## config.mk

```make
export PLATFORM = sky130hd
export DESIGN_NAME = keypad_scan
export DESIGN_NICKNAME = d
export VERILOG_FILES = /design/src/rtl/keypad_scan.sv
export SDC_FILE = /design/constraint.sdc
export NUM_CORES = 1
export LEC_CHECK = 0
export BUFFER_PORTS_ARGS = -buffer_cell sky130_fd_sc_hd__buf_2
export CAP_MARGIN = 10
export CORE_MARGIN = 8
export CORE_UTILIZATION = 50
export CTS_CLUSTER_DIAMETER = 80
export DETAILED_ROUTE_END_ITERATION = 6
export PLACE_DENSITY = 0.66
export SYNTH_ARGS = -nofsm -noshare
export SYNTH_HDL_FRONTEND = slang
export SYNTH_SLANG_ARGS = --single-unit
```

## constraint.sdc

```tcl
create_clock -name clk -period 4.5 [get_ports clk]
set_input_delay 0.9 -clock clk [delete_from_list [all_inputs] [get_ports clk]]
set_output_delay 0.9 -clock clk [all_outputs]
set_load 0.1 [all_outputs]
```

## src/rtl/keypad_scan.sv

```systemverilog
// Matrix keypad scanner: active-low column strobes, synchronised and debounced
// row sensing, one {held, code} event per press over a valid/ack handshake.
// Optional auto-repeat while a key is held: define KEYPAD_REPEAT_EN.
module keypad_scan #(
  parameter int N_COLS         = 4,
  parameter int N_ROWS         = 4,
  parameter int DEBOUNCE_TICKS = 3,
  parameter int REPEAT_TICKS   = 32
) (
  input  logic              clk,
  input  logic              rst,
  input  logic              tick,
  input  logic [N_ROWS-1:0] row_n,
  output logic [N_COLS-1:0] col_sel_n,
  output logic [4:0]        key_out,
  output logic              key_valid,
  input  logic              key_ack
);

  localparam int CW = $clog2(N_COLS);
  localparam int RW = $clog2(N_ROWS);

  typedef enum logic [1:0] {SCAN, DEBOUNCE, HELD} state_t;

  state_t            state, state_d;
  logic [CW-1:0]     col, col_d, cand_col, cand_col_d;
  logic [RW-1:0]     cand_row, cand_row_d, hit_row;
  logic [3:0]        cnt, cnt_d, rcnt, rcnt_d;
  logic [3:0]        cand_code, key_code;
  logic [N_ROWS-1:0] rows_meta, rows_s;
  logic              hit, cand_low, key_event;

`ifdef KEYPAD_REPEAT_EN
  localparam int PW = $clog2(REPEAT_TICKS + 1);
  logic [PW-1:0] rpt, rpt_d;
`endif

  function automatic logic [CW-1:0] col_inc(input logic [CW-1:0] c);
    return (c == CW'(N_COLS - 1)) ? '0 : c + CW'(1);
  endfunction

  // Row lines are asynchronous to clk, so nothing downstream sees them raw.
  always_ff @(posedge clk) begin
    if (rst) begin
      rows_meta <= '1;
      rows_s    <= '1;
    end else begin
      rows_meta <= row_n;
      rows_s    <= rows_meta;
    end
  end

  always_comb begin
    hit     = 1'b0;
    hit_row = '0;
    for (int i = N_ROWS - 1; i >= 0; i--) begin
      if (!rows_s[i]) begin
        hit     = 1'b1;
        hit_row = RW'(i);
      end
    end
  end

  assign cand_low  = ~rows_s[cand_row];
  assign cand_code = 4'(int'(cand_row) * N_COLS + int'(cand_col));

  // NOTE: every output of this block gets a default first, otherwise paths
  // that do not assign it would infer a latch.
  always_comb begin
    state_d    = state;
    col_d      = col;
    cand_row_d = cand_row;
    cand_col_d = cand_col;
    cnt_d      = cnt;
    rcnt_d     = rcnt;
    key_event  = 1'b0;
`ifdef KEYPAD_REPEAT_EN
    rpt_d      = rpt;
`endif
    if (tick) begin
      case (state)
        SCAN: begin
          if (hit) begin
            cand_row_d = hit_row;
            cand_col_d = col;
            cnt_d      = '0;
            state_d    = DEBOUNCE;
          end else begin
            col_d = col_inc(col);
          end
        end
        DEBOUNCE: begin
          if (cand_low) begin
            cnt_d = cnt + 4'd1;
            if (cnt == 4'(DEBOUNCE_TICKS - 1)) begin
              state_d   = HELD;
              rcnt_d    = '0;
              key_event = 1'b1;
`ifdef KEYPAD_REPEAT_EN
              rpt_d     = '0;
`endif
            end
          end else begin
            state_d = SCAN;
            col_d   = col_inc(col);
          end
        end
        HELD: begin
`ifdef KEYPAD_REPEAT_EN
          // Repeat pacing pauses once a release starts to be seen.
          if (rcnt == 4'd0) begin
            if (rpt == PW'(REPEAT_TICKS - 1)) begin
              rpt_d     = '0;
              key_event = 1'b1;
            end else begin
              rpt_d = rpt + PW'(1);
            end
          end
`endif
          if (cand_low) begin
            rcnt_d = '0;
          end else if (rcnt == 4'(DEBOUNCE_TICKS - 1)) begin
            rcnt_d  = '0;
            state_d = SCAN;
            col_d   = col_inc(col);
          end else begin
            rcnt_d = rcnt + 4'd1;
          end
        end
        default: state_d = SCAN;
      endcase
    end
  end

  // NOTE: sequential state uses non-blocking assignments so every register
  // samples pre-edge values regardless of statement order.
  always_ff @(posedge clk) begin
    if (rst) begin
      state     <= SCAN;
      col       <= '0;
      col_sel_n <= ~N_COLS'(1);
      cand_row  <= '0;
      cand_col  <= '0;
      cnt       <= '0;
      rcnt      <= '0;
    end else begin
      state     <= state_d;
      col       <= col_d;
      col_sel_n <= ~(N_COLS'(1) << col_d);
      cand_row  <= cand_row_d;
      cand_col  <= cand_col_d;
      cnt       <= cnt_d;
      rcnt      <= rcnt_d;
    end
  end

`ifdef KEYPAD_REPEAT_EN
  always_ff @(posedge clk) begin
    if (rst) rpt <= '0;
    else     rpt <= rpt_d;
  end
`endif

  // A pending unacknowledged event is never overwritten; an ack in the same
  // cycle frees the slot for the new event.
  always_ff @(posedge clk) begin
    if (rst) begin
      key_valid <= 1'b0;
      key_code  <= '0;
    end else if (key_event && (!key_valid || key_ack)) begin
      key_valid <= 1'b1;
      key_code  <= cand_code;
    end else if (key_ack) begin
      key_valid <= 1'b0;
    end
  end

  assign key_out = {state == HELD, key_code};

endmodule

```

; ---- After elaboration in Yosys (flattened, before gate mapping)
; Cells that the tools add are included.
[totals]
regBits = 33
in_bits = 8
out_inout_bits = 10
word_cells = 77
[op_classes]
addsub = 4
magnitude_cmp = 1
n_eq_ne = 11
shifts = 1
muxes = 37
bitwise = 1
n_reduce_logical = 11
[ops]
columns = cell, n
row1 = 2-bit 2-to-1 mux, 15
row2 = 4-bit 2-to-1 mux, 6
row3 = 4-bit case mux with 2 select lines, 2
row4 = 2-bit case mux with 3 select lines, 2
row5 = 1-bit 2-to-1 mux, 11
row6 = "4-bit by 1-bit adder with 4-bit output, second input constant", 2
row7 = "4-bit by 2-bit equality test with 1-bit output, second input constant", 2
row8 = 4-bit AND reduction, 2
row9 = "2-bit != test, second input constant", 3
row10 = 2-bit nonzero test, 3
row11 = 5-bit AND reduction, 1
row12 = 4-bit by 2-bit adder with 4-bit output, 1
row13 = "2-bit equality test, second input constant", 2
row14 = "2-bit by 1-bit != test with 1-bit output, second input constant", 2
row15 = 4-bit inverter, 1
row16 = "1-bit by 2-bit << shifter with 4-bit output, first input constant", 1
row17 = "2-bit by 3-bit less-than comparator with 1-bit output, second input constant", 1
row18 = "3-bit != test, second input constant", 1
row19 = 3-bit AND reduction, 1
row20 = "2-bit by 1-bit adder with 2-bit output, second input constant", 1
row21 = 1-bit binary-select mux with 2-bit select, 1
row22 = "2-bit by 1-bit equality test with 1-bit output, second input constant", 1
row23 = 2-bit logical NOT, 1
row24 = 1-bit logical AND, 1
row25 = other kinds (2), 2

; ---- Longest topological paths before layout
[depth]
ltp_word = 9
ltp_mapped = 8
ltp_nobuf = 7

; ---- Least setup slack after synthesis
; No wires, ideal clock.
[synth_path]
kind = register -> register
from = register state[0]
to = register col_sel_n[2]
setup_time_ns = 0.127
arrival_time_ns = 2.170
required_time_ns = 4.373
slack_ns = 2.203
path_stages_with_launch = 8
n_path_buf = 1
period_less_slack_ns = 2.297
cell_sequence = dfxtp_1 -> buf_2 -> nand2b_1 -> inv_1 -> a21boi_0 -> nor3_1 -> nor3_2 -> or3b_1
[synth_between]
elab_chain_len = 5
elab_cells_between_ends = 7
cone_classes = eq/ne (2) / shift (1) / mux (2) / bitwise (1) / reduce/logical (1)
[synth_lines]
columns = element, line_no
row1 = "start, declared", 25  ; state_t state, state_d;
row2 = "start signal, assigned", 147  ; state <= state_d;
row3 = 2-bit equality test, -
row4 = via key_out[4], 15  ; output logic [4:0] key_out,
row5 = 2-bit case mux with 3 select lines, 81  ; case (state)
row6 = 2-bit 2-to-1 mux, 80  ; if (tick) begin
row7 = 1-bit by 2-bit << shifter with 4-bit output, 149  ; col_sel_n <= ~(N_COLS'(1) << col_d);
row8 = 4-bit inverter, 149
row9 = "end signal, assigned", 141  ; col_sel_n <= ~N_COLS'(1);
row10 = "end signal, assigned", 149
row11 = "end, declared", 14  ; output logic [N_COLS-1:0] col_sel_n,
; The timed path passes the listed nets, and every way through them passes these cells.
; A chain may end at the register's enable or synchronous reset.

; ---- Worst setup path after layout
[layout_path]
from = register state[0]
to = output port key_out[4]
[layout_between]
elab_chain_len = 1
[layout_lines]
columns = element, line_no
row1 = 2-bit equality test, 178  ; assign key_out = {state == HELD, key_code};
row2 = "end, declared", 15
; Every way passes these cells.

==> reports/results.ini <==
[timing]
timing.final.crit_share_pct=56.5
slew_headroom_pct=62.9
slew_viol_final=0
finClkSkew_ps=4.53
fin_crit_ps=2540
fin_setup_tns_ps=0
worst_pin_slew_ps=556
hold_viol=0
whs_ps=421
finalSetupViolations=0
max_freq_ghz=0.393
rsz0062_at_grt=no

[final_layout]
drive_above_1_share_pct=25.7
syn_to_final_growth_pct=11.1
final_cell_mix=33 x dfxtp_1, 17 x buf_2, 16 x nor2_1
nets=185
layout.cells.most_common=dfxtp_1
antenna_cells=0
fin_util_pct=59.0
fin_cells=206

[pwr]
p_int_uw=459
power.density_mw_per_mm2=382
p_leak_nw=0.643
seqPwrFrac_pct=49.9
peakVddDrop_mv=0.362
clkPwrFrac_pct=37.1
combPwrFrac_pct=13.1
swShare_pct=26.9
p_sw_uw=169

[critical_path]
crit_path_start=state[0]
crit_path_max_fanout=18
startpoint_type=register
max_stage_delay_ps=490
timing.rr.start=cand_row[0]
slowest_stage=dfxtp_1
rrSetupSlack_ps=2350
path_class=reg -> out
r2r_cells=5
endpoint=key_out[4]
regToRegEndpoint=key_code[0]
critPathRequiredTime_ps=3600
endpoint_kind=primary output
worst-endpoint-arrival_ps=1640
path_cells=nand2b_1, inv_1, buf_2

[clocking]
ctsHoldBuffers=0
ctsResizeCount=0
numCtsBuffers=5
cts_tree=yes
cts_sinks=33
clk_latency_ps=320
ctsLongestPathBuffers=2
cts_htree_levels=2
path_clk_slew_ps=100
cts_setup_buffers=0
cts-root-buf=clkbuf_4

[synth]
synth_edf_count=0
yosysSeqAreaShare_pct=44.7
async_reset_ff_share_pct=0
syn_inst=159
avgSynthCellArea_um2=9.29
synth_top_flop_cell=dfxtp_1
synth_fp_nets=170
synth-seq-cells=33
ys_types=46
syn_area_mm2=0.00148
yosysWarnings=0

[placement]
place_hpwl_um=2090
dp_cells=198
port_buffers=17
gp_congestion=0.769

[die]
die_w_um=70.3
start_util_pct=53.1
ios=18
die_y_um=70.3
core_mm2=0.00278
dieArea_mm2=0.00495
row_count=19

[global_routing]
grt-ovfl-total=0
grt_max_degree=32
grt_pass1_wl_um=5020
grt_pass1_vias=1238
track_usage_pct=12.2
antenna_found_initial=0

[route]
drtAntennaViolNets=0
viasPerCell=5.72
route.detailed.drc=0
firstDrtPassIters=4
wire_per_inst_um=13.8
drt_iter0_drc=66
routed_wirelength_um=2840
routed-via-count=1178

[job]
drv_cap=0

[hold_path]
hold_path.class=reg -> reg

[run_status]
run_status=finished, final reports clean

critical path: cells and delay by family, from the launching register on:
kind,cells,cell delay [ps]
flip-flops,1,490
buffers and inverters,2,520
AND/OR/NAND/NOR,1,290
cell usage after synthesis (2+ instances only):
| cell | count | share of area [%] |
|---|---|---|
| nor3_1 | 7 | 2.4 |
| mux2i_1 | 7 | 4.7 |
| clkbuf_1 | 4 | 1.0 |
| inv_1 | 4 | 1.0 |
| a211oi_1 | 2 | 1.0 |
| o21ai_0 | 3 | 1.0 |
| nor2_1 | 16 | 4.1 |
| nand2b_1 | 5 | 2.1 |
| nor3_2 | 2 | 1.4 |
| dfxtp_1 | 33 | 45 |
| a21oi_1 | 11 | 3.7 |
| nand3_1 | 3 | 1.0 |
| or2_2 | 8 | 3.4 |
| a21boi_0 | 2 | 1.0 |
| buf_2 | 3 | 1.0 |
| xor2_1 | 2 | 1.2 |
| o2111ai_1 | 2 | 1.2 |
| nand2_1 | 12 | 3.1 |
| nand3b_1 | 2 | 1.0 |
| ha_1 | 3 | 2.5 |
| a311oi_1 | 3 | 1.8 |
power groups by stage:
stage / Combinational, mW / Sequential [mW] / Clock, mW
finish: 0.0820 / 0.313 / 0.233
detailed placement: 0.0827 / 0.320 / 0
CTS: 0.0827 / 0.313 / 0.240
floorplan: 0.0418 / 0.344 / 0
global placement: 0.0808 / 0.319 / 0
global route: 0.0881 / 0.315 / 0.255
cell type report:
type                       instances  area, um^2
fill                             259        1140
multi-input combinational        112         748
sequential                        33         661
timing repair buffer              17        85.1
clock buffer                       6        51.3
tap                               31        38.8
clock inverter                     2        37.5
inverter                           5        18.8
sequential cells by signal, indices dropped and copies added, names as in the netlist:
name and count:
cnt 4, col_sel_n 4, key_code 4, rcnt 4, rows_meta 4, rows_s 4, cand_col 2, cand_row 2
col 2, state 2, key_valid 1
layer usage:
layer | track usage (%) | vias up | part of all wire (%) | wire (um)
met5 | 0 | - | 0 | 0
met4 | 7.81 | 0 | 2.0 | 56
met3 | 4.10 | 6 | 3.0 | 86
met2 | 20.6 | 16 | 50 | 1410
met1 | 12.5 | 560 | 45 | 1290
li1 | - | 596 | - | -
stage by stage:
step / instance area (um^2) / setup slack [ps] / power (mW)
finish: 1640 / 1960 / 0.627
global route: 1640 / 1790 / 0.658
global placement: 1550 / 2280 / 0.400
floorplan: 1480 / 2200 / 0.386
CTS: 1640 / 1920 / 0.636
detailed placement: 1550 / 2250 / 0.402
cells by family (layout without fill, tap and decap cells):
group,after synthesis,after routing,share of synthesized area [%]
flops,33,33,44.7
xor+xnor,2,2,1.19
buf+inv,14,30,4.58
fa+ha+maj,3,3,2.54
simple gates,66,66,24.7
mux,8,8,6.27
compound gates,33,33,16.0
how the worst min path moves through the flow:
stage                      to  slack [ps]    startpoint  cells past startpoint
floorplan           rows_s[0]         390  rows_meta[0]                      1
global placement    rows_s[3]         390  rows_meta[3]                      1
detailed placement  rows_s[1]         400  rows_meta[1]                      1
CTS                 rows_s[1]         420  rows_meta[1]                      1
global route        rows_s[1]         450  rows_meta[1]                      1
finish              rows_s[2]         420  rows_meta[2]                      1
Note: power is estimated with default switching activity, not from simulation.
